### src/rtl/mem_access_serial_bridge_if.sv
// Signal bundle between the core's memory-access port, the bridge and external memory.
// The bridge connects through the slave modport; the core/memory side uses master.
interface mem_access_serial_bridge_if #(
   parameter int ADDR_W   = 32,
   parameter int DATA_W   = 128,
   parameter int SERIAL_W = 4
);
   logic [ADDR_W-1:0]   memAccessAddr;
   logic [DATA_W-1:0]   memAccessWriteData;
   logic                memAccessRE;
   logic                memAccessWE;
   logic                memAccessReadBusy;
   logic                memAccessWriteBusy;
   logic [SERIAL_W-1:0] nextMemReadSerial;
   logic [SERIAL_W-1:0] nextMemWriteSerial;
   logic                memReadDataReady;
   logic [DATA_W-1:0]   memReadData;
   logic [SERIAL_W-1:0] memReadSerial;
   logic                memAccessResponseValid;
   logic [SERIAL_W-1:0] memAccessResponseSerial;
   // extReq: transfer happens on a rising edge where extReqValid && extReqReady; once
   // valid is high the fields hold steady and valid never drops until that transfer.
   logic                extReqValid;
   logic                extReqReady;
   logic                extReqWrite;
   logic [ADDR_W-1:0]   extReqAddr;
   logic [DATA_W-1:0]   extReqData;
   logic                extRspValid;
   logic                extRspWrite;
   logic [DATA_W-1:0]   extRspData;
   logic                protocolError;

   modport slave (
      input  memAccessAddr, memAccessWriteData, memAccessRE, memAccessWE,
             extReqReady, extRspValid, extRspWrite, extRspData,
      output memAccessReadBusy, memAccessWriteBusy, nextMemReadSerial, nextMemWriteSerial,
             memReadDataReady, memReadData, memReadSerial,
             memAccessResponseValid, memAccessResponseSerial,
             extReqValid, extReqWrite, extReqAddr, extReqData, protocolError
   );

   modport master (
      output memAccessAddr, memAccessWriteData, memAccessRE, memAccessWE,
             extReqReady, extRspValid, extRspWrite, extRspData,
      input  memAccessReadBusy, memAccessWriteBusy, nextMemReadSerial, nextMemWriteSerial,
             memReadDataReady, memReadData, memReadSerial,
             memAccessResponseValid, memAccessResponseSerial,
             extReqValid, extReqWrite, extReqAddr, extReqData, protocolError
   );
endinterface

### src/rtl/mem_access_serial_bridge.sv
// One-entry request buffer between the core's memory-access port and external memory,
// with read/write serial numbering, outstanding-access tracking and in-order responses.
module mem_access_serial_bridge #(
   parameter int ADDR_W     = 32,
   parameter int DATA_W     = 128,
   parameter int SERIAL_W   = 4,
   parameter int MAX_READS  = 8,
   parameter int MAX_WRITES = 8
) (
   input  logic clk,
   input  logic rst,
   mem_access_serial_bridge_if.slave bus
);
   localparam int RD_CNT_W = $clog2(MAX_READS + 1);
   localparam int WR_CNT_W = $clog2(MAX_WRITES + 1);
   localparam logic [RD_CNT_W-1:0] RD_MAX = RD_CNT_W'(MAX_READS);
   localparam logic [WR_CNT_W-1:0] WR_MAX = WR_CNT_W'(MAX_WRITES);

   logic                buf_valid_q, buf_valid_d;
   logic                buf_write_q, buf_write_d;
   logic [ADDR_W-1:0]   buf_addr_q, buf_addr_d;
   logic [DATA_W-1:0]   buf_data_q, buf_data_d;
   logic                rd_busy_q, rd_busy_d;
   logic                wr_busy_q, wr_busy_d;
   logic [SERIAL_W-1:0] next_rd_ser_q, next_rd_ser_d;
   logic [SERIAL_W-1:0] next_wr_ser_q, next_wr_ser_d;
   logic [RD_CNT_W-1:0] rd_out_q, rd_out_d;
   logic [WR_CNT_W-1:0] wr_out_q, wr_out_d;
   logic [SERIAL_W-1:0] rsp_rd_ser_q, rsp_rd_ser_d;
   logic [SERIAL_W-1:0] rsp_wr_ser_q, rsp_wr_ser_d;
   logic                rd_pulse_q, rd_pulse_d;
   logic [DATA_W-1:0]   rd_data_q, rd_data_d;
   logic [SERIAL_W-1:0] rd_serial_q, rd_serial_d;
   logic                wr_pulse_q, wr_pulse_d;
   logic [SERIAL_W-1:0] wr_serial_q, wr_serial_d;
   logic                err_q, err_d;

   logic rd_acc, wr_acc, conflict;
   logic rd_rsp_ok, rd_rsp_bad, wr_rsp_ok, wr_rsp_bad;

   always_comb begin
      // A read wins over a simultaneous write; the write is dropped and flagged.
      rd_acc     = bus.memAccessRE && !rd_busy_q;
      wr_acc     = bus.memAccessWE && !wr_busy_q && !rd_acc;
      conflict   = rd_acc && bus.memAccessWE && !wr_busy_q;
      rd_rsp_ok  = bus.extRspValid && !bus.extRspWrite && (rd_out_q != '0);
      rd_rsp_bad = bus.extRspValid && !bus.extRspWrite && (rd_out_q == '0);
      wr_rsp_ok  = bus.extRspValid &&  bus.extRspWrite && (wr_out_q != '0);
      wr_rsp_bad = bus.extRspValid &&  bus.extRspWrite && (wr_out_q == '0);

      buf_valid_d   = buf_valid_q;
      buf_write_d   = buf_write_q;
      buf_addr_d    = buf_addr_q;
      buf_data_d    = buf_data_q;
      next_rd_ser_d = next_rd_ser_q;
      next_wr_ser_d = next_wr_ser_q;
      rd_out_d      = rd_out_q;
      wr_out_d      = wr_out_q;
      rsp_rd_ser_d  = rsp_rd_ser_q;
      rsp_wr_ser_d  = rsp_wr_ser_q;
      rd_pulse_d    = rd_rsp_ok;
      rd_data_d     = rd_data_q;
      rd_serial_d   = rd_serial_q;
      wr_pulse_d    = wr_rsp_ok;
      wr_serial_d   = wr_serial_q;
      err_d         = err_q | conflict | rd_rsp_bad | wr_rsp_bad;

      if (buf_valid_q && bus.extReqReady) buf_valid_d = 1'b0;
      if (rd_acc || wr_acc) begin
         buf_valid_d = 1'b1;
         buf_write_d = wr_acc;
         buf_addr_d  = bus.memAccessAddr;
         buf_data_d  = bus.memAccessWriteData;
      end

      if (rd_acc) next_rd_ser_d = next_rd_ser_q + SERIAL_W'(1);
      if (wr_acc) next_wr_ser_d = next_wr_ser_q + SERIAL_W'(1);

      if (rd_acc && !rd_rsp_ok)      rd_out_d = rd_out_q + RD_CNT_W'(1);
      else if (!rd_acc && rd_rsp_ok) rd_out_d = rd_out_q - RD_CNT_W'(1);
      if (wr_acc && !wr_rsp_ok)      wr_out_d = wr_out_q + WR_CNT_W'(1);
      else if (!wr_acc && wr_rsp_ok) wr_out_d = wr_out_q - WR_CNT_W'(1);

      if (rd_rsp_ok) begin
         rd_data_d    = bus.extRspData;
         rd_serial_d  = rsp_rd_ser_q;
         rsp_rd_ser_d = rsp_rd_ser_q + SERIAL_W'(1);
      end
      if (wr_rsp_ok) begin
         wr_serial_d  = rsp_wr_ser_q;
         rsp_wr_ser_d = rsp_wr_ser_q + SERIAL_W'(1);
      end

      // Busy is registered from next-state so it already covers this cycle's accept/drain.
      rd_busy_d = buf_valid_d || (rd_out_d == RD_MAX);
      wr_busy_d = buf_valid_d || (wr_out_d == WR_MAX);
   end

   always_ff @(posedge clk or negedge rst) begin
      if (!rst) begin
         buf_valid_q   <= 1'b0;
         buf_write_q   <= 1'b0;
         buf_addr_q    <= '0;
         buf_data_q    <= '0;
         rd_busy_q     <= 1'b0;
         wr_busy_q     <= 1'b0;
         next_rd_ser_q <= '0;
         next_wr_ser_q <= '0;
         rd_out_q      <= '0;
         wr_out_q      <= '0;
         rsp_rd_ser_q  <= '0;
         rsp_wr_ser_q  <= '0;
         rd_pulse_q    <= 1'b0;
         rd_data_q     <= '0;
         rd_serial_q   <= '0;
         wr_pulse_q    <= 1'b0;
         wr_serial_q   <= '0;
         err_q         <= 1'b0;
      end else begin
         buf_valid_q   <= buf_valid_d;
         buf_write_q   <= buf_write_d;
         buf_addr_q    <= buf_addr_d;
         buf_data_q    <= buf_data_d;
         rd_busy_q     <= rd_busy_d;
         wr_busy_q     <= wr_busy_d;
         next_rd_ser_q <= next_rd_ser_d;
         next_wr_ser_q <= next_wr_ser_d;
         rd_out_q      <= rd_out_d;
         wr_out_q      <= wr_out_d;
         rsp_rd_ser_q  <= rsp_rd_ser_d;
         rsp_wr_ser_q  <= rsp_wr_ser_d;
         rd_pulse_q    <= rd_pulse_d;
         rd_data_q     <= rd_data_d;
         rd_serial_q   <= rd_serial_d;
         wr_pulse_q    <= wr_pulse_d;
         wr_serial_q   <= wr_serial_d;
         err_q         <= err_d;
      end
   end

   assign bus.memAccessReadBusy       = rd_busy_q;
   assign bus.memAccessWriteBusy      = wr_busy_q;
   assign bus.nextMemReadSerial       = next_rd_ser_q;
   assign bus.nextMemWriteSerial      = next_wr_ser_q;
   assign bus.memReadDataReady        = rd_pulse_q;
   assign bus.memReadData             = rd_data_q;
   assign bus.memReadSerial           = rd_serial_q;
   assign bus.memAccessResponseValid  = wr_pulse_q;
   assign bus.memAccessResponseSerial = wr_serial_q;
   assign bus.extReqValid             = buf_valid_q;
   assign bus.extReqWrite             = buf_write_q;
   assign bus.extReqAddr              = buf_addr_q;
   assign bus.extReqData              = buf_data_q;
   assign bus.protocolError           = err_q;
endmodule

### src/flat_wrapper.sv
// flat-port wrapper written by rule: the top's interface ports become plain ports
module mem_access_serial_bridge_flat 
#(
   parameter int ADDR_W     = 32,
   parameter int DATA_W     = 128,
   parameter int SERIAL_W   = 4,
   parameter int MAX_READS  = 8,
   parameter int MAX_WRITES = 8
)
  (clk, rst, bus_memAccessAddr, bus_memAccessWriteData, bus_memAccessRE, bus_memAccessWE, bus_extReqReady, bus_extRspValid, bus_extRspWrite, bus_extRspData, bus_memAccessReadBusy, bus_memAccessWriteBusy, bus_nextMemReadSerial, bus_nextMemWriteSerial, bus_memReadDataReady, bus_memReadData, bus_memReadSerial, bus_memAccessResponseValid, bus_memAccessResponseSerial, bus_extReqValid, bus_extReqWrite, bus_extReqAddr, bus_extReqData, bus_protocolError);
  mem_access_serial_bridge_if #(.ADDR_W(ADDR_W), .DATA_W(DATA_W), .SERIAL_W(SERIAL_W)) bus_i ();
  input  logic clk;
  input  logic rst;
  input wire logic [$bits(bus_i.memAccessAddr)-1:0] bus_memAccessAddr;
  input wire logic [$bits(bus_i.memAccessWriteData)-1:0] bus_memAccessWriteData;
  input wire logic [$bits(bus_i.memAccessRE)-1:0] bus_memAccessRE;
  input wire logic [$bits(bus_i.memAccessWE)-1:0] bus_memAccessWE;
  input wire logic [$bits(bus_i.extReqReady)-1:0] bus_extReqReady;
  input wire logic [$bits(bus_i.extRspValid)-1:0] bus_extRspValid;
  input wire logic [$bits(bus_i.extRspWrite)-1:0] bus_extRspWrite;
  input wire logic [$bits(bus_i.extRspData)-1:0] bus_extRspData;
  output wire logic [$bits(bus_i.memAccessReadBusy)-1:0] bus_memAccessReadBusy;
  output wire logic [$bits(bus_i.memAccessWriteBusy)-1:0] bus_memAccessWriteBusy;
  output wire logic [$bits(bus_i.nextMemReadSerial)-1:0] bus_nextMemReadSerial;
  output wire logic [$bits(bus_i.nextMemWriteSerial)-1:0] bus_nextMemWriteSerial;
  output wire logic [$bits(bus_i.memReadDataReady)-1:0] bus_memReadDataReady;
  output wire logic [$bits(bus_i.memReadData)-1:0] bus_memReadData;
  output wire logic [$bits(bus_i.memReadSerial)-1:0] bus_memReadSerial;
  output wire logic [$bits(bus_i.memAccessResponseValid)-1:0] bus_memAccessResponseValid;
  output wire logic [$bits(bus_i.memAccessResponseSerial)-1:0] bus_memAccessResponseSerial;
  output wire logic [$bits(bus_i.extReqValid)-1:0] bus_extReqValid;
  output wire logic [$bits(bus_i.extReqWrite)-1:0] bus_extReqWrite;
  output wire logic [$bits(bus_i.extReqAddr)-1:0] bus_extReqAddr;
  output wire logic [$bits(bus_i.extReqData)-1:0] bus_extReqData;
  output wire logic [$bits(bus_i.protocolError)-1:0] bus_protocolError;
  assign bus_i.memAccessAddr = bus_memAccessAddr;
  assign bus_i.memAccessWriteData = bus_memAccessWriteData;
  assign bus_i.memAccessRE = bus_memAccessRE;
  assign bus_i.memAccessWE = bus_memAccessWE;
  assign bus_i.extReqReady = bus_extReqReady;
  assign bus_i.extRspValid = bus_extRspValid;
  assign bus_i.extRspWrite = bus_extRspWrite;
  assign bus_i.extRspData = bus_extRspData;
  assign bus_memAccessReadBusy = bus_i.memAccessReadBusy;
  assign bus_memAccessWriteBusy = bus_i.memAccessWriteBusy;
  assign bus_nextMemReadSerial = bus_i.nextMemReadSerial;
  assign bus_nextMemWriteSerial = bus_i.nextMemWriteSerial;
  assign bus_memReadDataReady = bus_i.memReadDataReady;
  assign bus_memReadData = bus_i.memReadData;
  assign bus_memReadSerial = bus_i.memReadSerial;
  assign bus_memAccessResponseValid = bus_i.memAccessResponseValid;
  assign bus_memAccessResponseSerial = bus_i.memAccessResponseSerial;
  assign bus_extReqValid = bus_i.extReqValid;
  assign bus_extReqWrite = bus_i.extReqWrite;
  assign bus_extReqAddr = bus_i.extReqAddr;
  assign bus_extReqData = bus_i.extReqData;
  assign bus_protocolError = bus_i.protocolError;
  mem_access_serial_bridge #(.ADDR_W(ADDR_W), .DATA_W(DATA_W), .SERIAL_W(SERIAL_W), .MAX_READS(MAX_READS), .MAX_WRITES(MAX_WRITES)) u_core (.clk(clk), .rst(rst), .bus(bus_i));
endmodule
### config.mk
export PLATFORM = sky130hd
export DESIGN_NAME = mem_access_serial_bridge_flat
export DESIGN_NICKNAME = d
export VERILOG_FILES = /design/src/rtl/mem_access_serial_bridge_if.sv /design/src/rtl/mem_access_serial_bridge.sv /design/src/flat_wrapper.sv
export SDC_FILE = /design/constraint.sdc
export NUM_CORES = 1
export LEC_CHECK = 0
export ABC_CLOCK_PERIOD_IN_PS = 2000
export CORE_AREA = 4 4 232 234
export DETAILED_ROUTE_END_ITERATION = 8
export DIE_AREA = 0 0 236 238
export HOLD_SLACK_MARGIN = 0.1
export PLACE_DENSITY = 0.58
export SLEW_MARGIN = 0
export SYNTH_ARGS = -nofsm -noshare
export SYNTH_HDL_FRONTEND = slang
export SYNTH_SLANG_ARGS = --single-unit
### constraint.sdc
create_clock -name clk -period 2 [get_ports clk]
set_clock_uncertainty 0.2 [all_clocks]
set_input_delay 0.2 -clock clk [delete_from_list [all_inputs] [get_ports clk]]
set_output_delay 0.2 -clock clk [all_outputs]
set_load 0.01 [all_outputs]
==> results of run 1 <==
-- final cells by class --
type                            count  share of cell area (%)
Timing Repair Buffer              988                   40.71
Clock buffer                       55                   4.420
Multi-Input combinational cell    719                   17.88
Tap cell                          688                   3.467
Antenna cell                        4                 0.04032
Inverter                            6                 0.09071
Sequential cell                   327                   32.96
Clock inverter                     11                  0.4233
-- flip-flops by register name, indices dropped and copies added, names as in the netlist --
name,count
u_core.bus.extReqValid,1
u_core.bus.extReqWrite,1
u_core.rsp_rd_ser_q,4
u_core.rd_out_q,4
u_core.bus.extReqAddr,32
u_core.bus.memReadData,128
u_core.wr_out_q,4
u_core.rsp_wr_ser_q,4
u_core.bus.protocolError,1
u_core.bus.extReqData,128
u_core.bus.nextMemReadSerial,4
u_core.bus.memAccessReadBusy,1
u_core.bus.memAccessResponseValid,1
u_core.bus.memReadDataReady,1
u_core.bus.nextMemWriteSerial,4
u_core.bus.memAccessResponseSerial,4
u_core.bus.memReadSerial,4
u_core.bus.memAccessWriteBusy,1
-- where the power goes --
group / switching, mW / leakage [nW] / total, mW / internal (mW)
clock network: 2.80 / 0.588 / 6.76 / 3.96
registers: 1.79 / 3.93 / 11.3 / 9.48
logic: 6.47 / 6.70 / 15.1 / 8.60
-- per-stage QoR --
step           power (mW)  instances  TNS, ns  hold WS, ns
2_1_floorplan       16.32       1103        0      -0.2956
3_3_place_gp        24.95       2428   -10.47     0.006831
3_5_place_dp        25.19       2428   -14.36      0.01307
4_1_cts             33.17       2787   -6.421      0.04204
5_1_grt             35.07       2797   -14.37       0.1118
6_report            33.11       2798   -4.296       0.1305
-- final timing paths --
kind	start	endpoint	slack (ns)	depth (start not counted)
setup reg to reg	u_core.rd_out_q[0]	u_core.bus.memReadData[28]	-0.11	10
max in group asynchronous	rst	u_core.bus.memReadData[82]	0.33	4
hold reg to reg	u_core.bus.extReqData[60]	u_core.bus.extReqData[60]	0.26	2
min in group asynchronous	rst	u_core.bus.memReadData[95]	0.58	3
hold / removal	bus_memAccessWriteData[41]	u_core.bus.extReqData[41]	0.13	3
setup / recovery	u_core.rd_out_q[0]	u_core.bus.memReadData[28]	-0.11	10
-- repair_timing --
item | in CTS | in global routing
gates cloned | 3 | 4
endpoints found under the hold margin | 608 | 1
buffers inserted | 9 | 3
pin swaps | 3 | 7
endpoints found under the setup margin | 137 | 150
gates resized for setup | 86 | 39
hold buffers | 282 | 1
-- worst max-delay path, cell delays in order (launching register included) --
cell and delay, ns:
dfrtp_1 0.38, inv_2 0.08, ha_4 0.13, nor3b_4 0.19, buf_6 0.13, nor2_4 0.04
buf_12 0.14, buf_6 0.12, buf_4 0.13, buf_12 0.14, mux2_4 0.30
-- layer usage --
layer / global-route usage [%] / share of wire, % / vias up
met5: 0 / 0 / -
met3: 5.571 / 7.7 / 97
met2: 29.44 / 50 / 477
met1: 17.87 / 38 / 5588
li1: - / - / 5493
met4: 6.193 / 3.6 / 0
-- logic make-up after synthesis --
group | share of synthesized area (%)
AND/OR/NAND/NOR | 16.50
flip-flops | 65.49
multiplexers | 12.52
buffers and inverters | 2.043
AO/OA/AOI/OAI | 1.392
XOR/XNOR | 1.262
adder cells (fa/ha/maj) | 0.8011
-- layout by cell type (no fill, tap or decap), types with 11 or more instances in the layout --
cell type,n
clkdlybuf4s50_1,600
nand2_1,496
dfrtp_1,326
dlygate4sd3_1,283
mux2_4,72
mux2_2,66
buf_4,64
clkbuf_16,43
buf_12,22
xnor2_1,15
clkbuf_1,11
==> metrics.md, run 1 <==
| Metric | Value |
|---|---|
| Status | `finished, violations left` |
| Failing checks | `setup timing` |
| Hold WC Path Type | `primary input to flip-flop` |
| #FFs+latches synth | `327` |
| Fin area | `24830 um2` |
| Synth unique cells | `40` |
| Placed Area | `20040 um2` |
| Fillers | `4569` |
| Synth cell count leaders | `nand2_1, dfrtp_1, mux2_2` |
| Slew headroom | `61.15%` |
| Routed vias/inst | `4.165` |
| Mapped Cells | `1103` |
| Fin crit share | `105.3%` |
| Post-DP HPWL | `33.44 mm` |
| Die width | `236 um` |
| Final worst slack | `-0.1064 ns` |
| Post-synthesis average cell area | `11.33 um2` |
| Cell area after synthesis | `12500 um2` |
| Largest area contributor in the netlist | `dfrtp_1` |
| Die area | `56170 um2` |
| Minimum clock period | `2.106 ns` |
| Number of flops mapped to enable cells by yosys | `0` |
| Post-synth top area share | `65.49%` |
| Drt first pass iters | `5` |
| Initial antenna violation count | `3` |
| Leakage power | `11.22 nW` |
| Pre-CTS WS | `-0.1606 ns` |
| FFs w/ async S/R, synth | `100.0%` |
| Area Overhead vs Synth | `98.69%` |
| Sink Count | `327` |
| GRT overflow | `0` |
| Clock latency on the worst-skew pair | `0.53 ns` |
| Clk root buf | `clkbuf_16` |
| Largest net degree at the start of global routing | `60` |
| Syn nets | `1406` |
| Total CTS buffers | `39` |
| Critical Path RT | `2.22 ns` |
| Maxcap violations | `0` |
| Residual DRC | `0` |
| I/O pin cnt | `606` |
| Starting density of the core | `24.02%` |
| Layout cell share with drive strength beyond 1 | `15.24%` |
| Most used DFF post-synth | `dfrtp_1` |
| Actual slew at the worst max-slew pin | `0.5828 ns` |
| Final Setup Violations | `99` |
| Cell Rows | `84` |
| Final GP Congestion | `0.8344` |
| Post-route ant nets | `0` |
| RSZ-0062 raised after global routing | `yes` |
| Critical path startpoint category | `flip-flop` |
| Maximum VDD drop | `0.7833 mV` |
| Yosys warning count | `0` |
| Kind of end point of the critical path | `flip-flop` |
| Final hold vios | `0` |
| Top cells by area, synth | `dfrtp_1, nand2_1, mux2_2` |
| Multi-input gate area in the final layout | `4439 um2` |
| F_max | `474.8 MHz` |
| Final core occ | `47.72%` |
| Reg clk slew, reported paths | `0.06 ns` |
| Seq/Total Area, Yosys | `65.49%` |
| Die height | `238 um` |
| Routed WL | `48.79 mm` |
| Crit Path Max Fanout | `7` |
| IO buf count | `605` |
| Core ar. | `52020 um2` |
| Drt wl/cell | `17.44 um` |
| CTS tree | `yes` |
| DRT iter0 DRCs | `405` |
| Number of global-route vias before repair | `12965` |
| Pwr Density | `1333 nW/um2` |
| Crit path arrival time | `2.32 ns` |
| Overall routing resource usage | `16.36%` |
| CP Class | `flip-flop to flip-flop` |
| Layout Nets | `2384` |
| Vias | `11655` |
| Seq. cell area | `8184 um2` |
| Max-slew violations | `0` |
| H-Tree Depth | `2` |
| CTS max path bufs | `3` |
| First-pass GRT wire length | `73.75 mm` |
| Top-count cell post-synth | `nand2_1` |
No activity file was read; power rests on OpenSTA's default activity.
==> run 2: changes to the inputs <==
CAP_MARGIN = 20   (was unset)
==> results of run 2 <==
No change in the layout: final DEF, timing and power equal those of run 1.
==> run 3: changes to the inputs <==
CAP_MARGIN = unset   (was 20)
CELL_PAD_IN_SITES_DETAIL_PLACEMENT = 1   (was unset)
CELL_PAD_IN_SITES_GLOBAL_PLACEMENT = 1   (was unset)
CORE_AREA = 4 4 234 236   (was 4 4 232 234)
DIE_AREA = 0 0 238 240   (was 0 0 236 238)
PLACE_DENSITY = 0.72   (was 0.58)
==> run 3 against run 2 <==
Effect of this change: the run still ends with setup timing left; fmax fell by 3.3%; combinational power is 7% higher; register-to-register slack worse by 0.07 ns; critical endpoint is now u_core.bus.memReadData[56]; highest routed layer is now met5.
==> metrics.md, run 3 (synthesized netlist as in run 1, its figures left out) <==
| Metric | Value |
|---|---|
| Minimum clock period | `2.178 ns (+0.07128 ns)` |
| Leakage power | `11.29 nW (+0.61%)` |
| Internal reg-to-reg setup slack | `-0.18 ns (-0.07 ns)` |
| Vias | `12359 (+6.0%)` |
| Maxcap violations | `0 (unchanged)` |
| Residual DRC | `0 (unchanged)` |
| Seq. cell area | `8184 um2 (unchanged)` |
| FF-to-FF path depth | `8 (-2)` |
| Crit Path Max Fanout | `7 (unchanged)` |
| Clock power frac | `20.6% (+0.2 points)` |
| Flop pwr share | `33.1% (-1.0 points)` |
| RSZ-0062 raised after global routing | `yes` |
| Sink Count | `327 (unchanged)` |
| Hold endpoint | `u_core.bus.memReadData[49]` |
| Drt first pass iters | `6 (+1)` |
| Total CTS buffers | `38 (-2.6%)` |
| Max-slew violations | `0 (unchanged)` |
| Multi-input gate area in the final layout | `4305 um2 (-3.0%)` |
| Most frequent cells in the layout | `clkdlybuf4s50_1, nand2_1, dfrtp_1, dlygate4sd3_1, mux2_2` |
| Critical Path RT | `2.22 ns (about the same)` |
| Reg clk slew, reported paths | `0.06 ns (about the same)` |
| Hold path depth | `2 (-1)` |
| Crit path arrival time | `2.40 ns (+0.08 ns)` |
| Tot Pwr | `34.84 mW (+5.2%)` |
| Final worst slack | `-0.1776 ns (-0.07128 ns)` |
| First-pass GRT wire length | `91.83 mm (+25%)` |
| Drt wl/cell | `22.14 um (+27%)` |
| Clock latency on the worst-skew pair | `0.56 ns (+0.03 ns)` |
| Maximum VDD drop | `0.6888 mV (-12%)` |
| Number of global-route vias before repair | `14566 (+12%)` |
| Clk root buf | `clkbuf_16` |
| Kind of end point of the critical path | `flip-flop` |
| GRT overflow | `0 (unchanged)` |
| Switch share | `35.53% (+2.1 points)` |
| Final GP Congestion | `0.8273 (-0.85%)` |
| Routed WL | `62.54 mm (+28%)` |
| Slew headroom | `67.06% (+5.9 points)` |
| Worst min-delay path startpoint | `bus_extRspData[49]` |
| IO buf count | `605 (unchanged)` |
| Combinational power share | `46.3% (+0.8 points)` |
| Fillers | `5437 (+19%)` |
| F_max | `459.2 MHz (-3.3%)` |
| RR Startpoint | `u_core.rd_out_q[0]` |
| Cell Rows | `84 (unchanged)` |
| Pwr Density | `1384 nW/um2 (+3.8%)` |
| Layout Nets | `2406 (+0.92%)` |
| Pint | `22.46 mW (+1.9%)` |
| Area Overhead vs Synth | `101.5%` |
| DRT iter0 DRCs | `383 (-5.4%)` |
| I/O pin cnt | `606 (unchanged)` |
| Failing checks | `setup timing` |
| Routed vias/inst | `4.376 (+5.1%)` |
| Worst R2R End | `u_core.bus.memReadData[56]` |
| Actual slew at the worst max-slew pin | `0.4924 ns (-0.09035 ns)` |
| Final Setup Violations | `136 (+37%)` |
| Largest net degree at the start of global routing | `61 (+1.7%)` |
| CTS tree | `yes` |
| NetSw | `12.38 mW (+12%)` |
| Hold WC Path Type | `primary input to flip-flop` |
| Post-DP HPWL | `36.78 mm (+10%)` |
| CTS max path bufs | `3 (unchanged)` |
| Die width | `238 um (+0.85%)` |
| Post-route ant nets | `0 (unchanged)` |
| Overall routing resource usage | `20.84% (+4.5 points)` |
| Layout cell share with drive strength beyond 1 | `16.80% (+1.6 points)` |
| Status | `finished, violations left` |
| Core ar. | `52450 um2 (+0.81%)` |
| Placed Area | `20220 um2 (+0.90%)` |
| H-Tree Depth | `2 (unchanged)` |
| Initial antenna violation count | `7 (+4)` |
| Starting density of the core | `23.83% (-0.19 points)` |
| Fin area | `25170 um2 (+1.4%)` |
| Fin crit share | `108.9% (+3.6 points)` |
| Die height | `240 um (+0.84%)` |
| Die area | `57120 um2 (+1.7%)` |
| Critical path startpoint category | `flip-flop` |
| Final hold vios | `0 (unchanged)` |
| Setup TNS | `-12.80 ns (-8.503 ns)` |
| Most common cell after layout, fill and taps aside | `clkdlybuf4s50_1` |
| CP Class | `flip-flop to flip-flop` |
[run 3: changes by cell type in the layout (fill, tap and decap cells not counted), moves of 8 or more]
cell and change:
mux2_4 -55, mux2_2 +55, dlygate4sd2_1 +8, clkdlybuf4s50_1 -8
buf_16 +8
[run 3: worst max-delay path, stage by stage, from the launching register on]
cell,delay (ns)
dfrtp_1,0.37
inv_2,0.06
ha_4,0.16
nor3b_4,0.16
nor2_4,0.16
buf_12,0.12
buf_6,0.18
bufbuf_16,0.30
mux2_2,0.33
[run 3: final cells by class]
cell class	count	area share, %
flip-flops and latches	327	32.51
well taps	688	3.419
clock inverters	12	0.5418
multi-input cells	719	17.10
diodes	5	0.04970
inverters	6	0.08946
repair buffers	1011	41.80
clock buffers	56	4.483
[run 3: how the worst max path moves through the flow]
stage | startpoint | end | slack, ns | cells after the start
global placement | u_core.wr_out_q[0] | u_core.bus.memAccessWriteBusy | -0.09 | 8
CTS | u_core.rd_out_q[0] | u_core.bus.memReadSerial[3] | -0.13 | 10
detailed placement | u_core.wr_out_q[1] | u_core.bus.memAccessWriteBusy | -0.17 | 8
finish | u_core.rd_out_q[0] | u_core.bus.memReadData[56] | -0.18 | 8
global route | u_core.rd_out_q[0] | u_core.bus.memReadData[71] | -0.25 | 8
floorplan | u_core.wr_out_q[1] | u_core.bus.memAccessWriteBusy | 0.009 | 7
[run 3: power groups by stage]
stage / logic, mW / clock network (mW) / registers (mW)
floorplan: 3.99 / 0 / 12.3
global placement: 14.1 / 0 / 11.1
detailed placement: 14.4 / 0 / 11.3
CTS: 15.4 / 7.27 / 11.3
global route: 17.2 / 7.66 / 11.8
finish: 16.1 / 7.18 / 11.5
[run 3: metrics by stage]
stage	hold WS, ns	util, %	setup WS, ns	instances
after floorplan	-0.2956	-	0.008689	1103
after global placement	-0.1240	38.56	-0.09199	2437
after detailed placement	-0.1205	38.56	-0.1724	2437
after CTS	0.1066	47.47	-0.1299	2811
after global routing	0.1133	47.99	-0.2475	2822
final	0.1337	48.00	-0.1776	2824
[run 3: what timing repair did]
action                                  CTS  global route
setup buffers                            15             7
endpoints found under the hold margin   606            19
pin swaps                                 4            14
endpoints found under the setup margin  149           171
cloned                                   11             2
resized for setup                        49            51
hold buffers                            283             2
[run 3: per-layer routing]
metal,wire [um],global-route usage [%]
met5,25,0
met4,2708,8.777
met3,4365,5.976
met2,33270,38.95
met1,22170,21.89
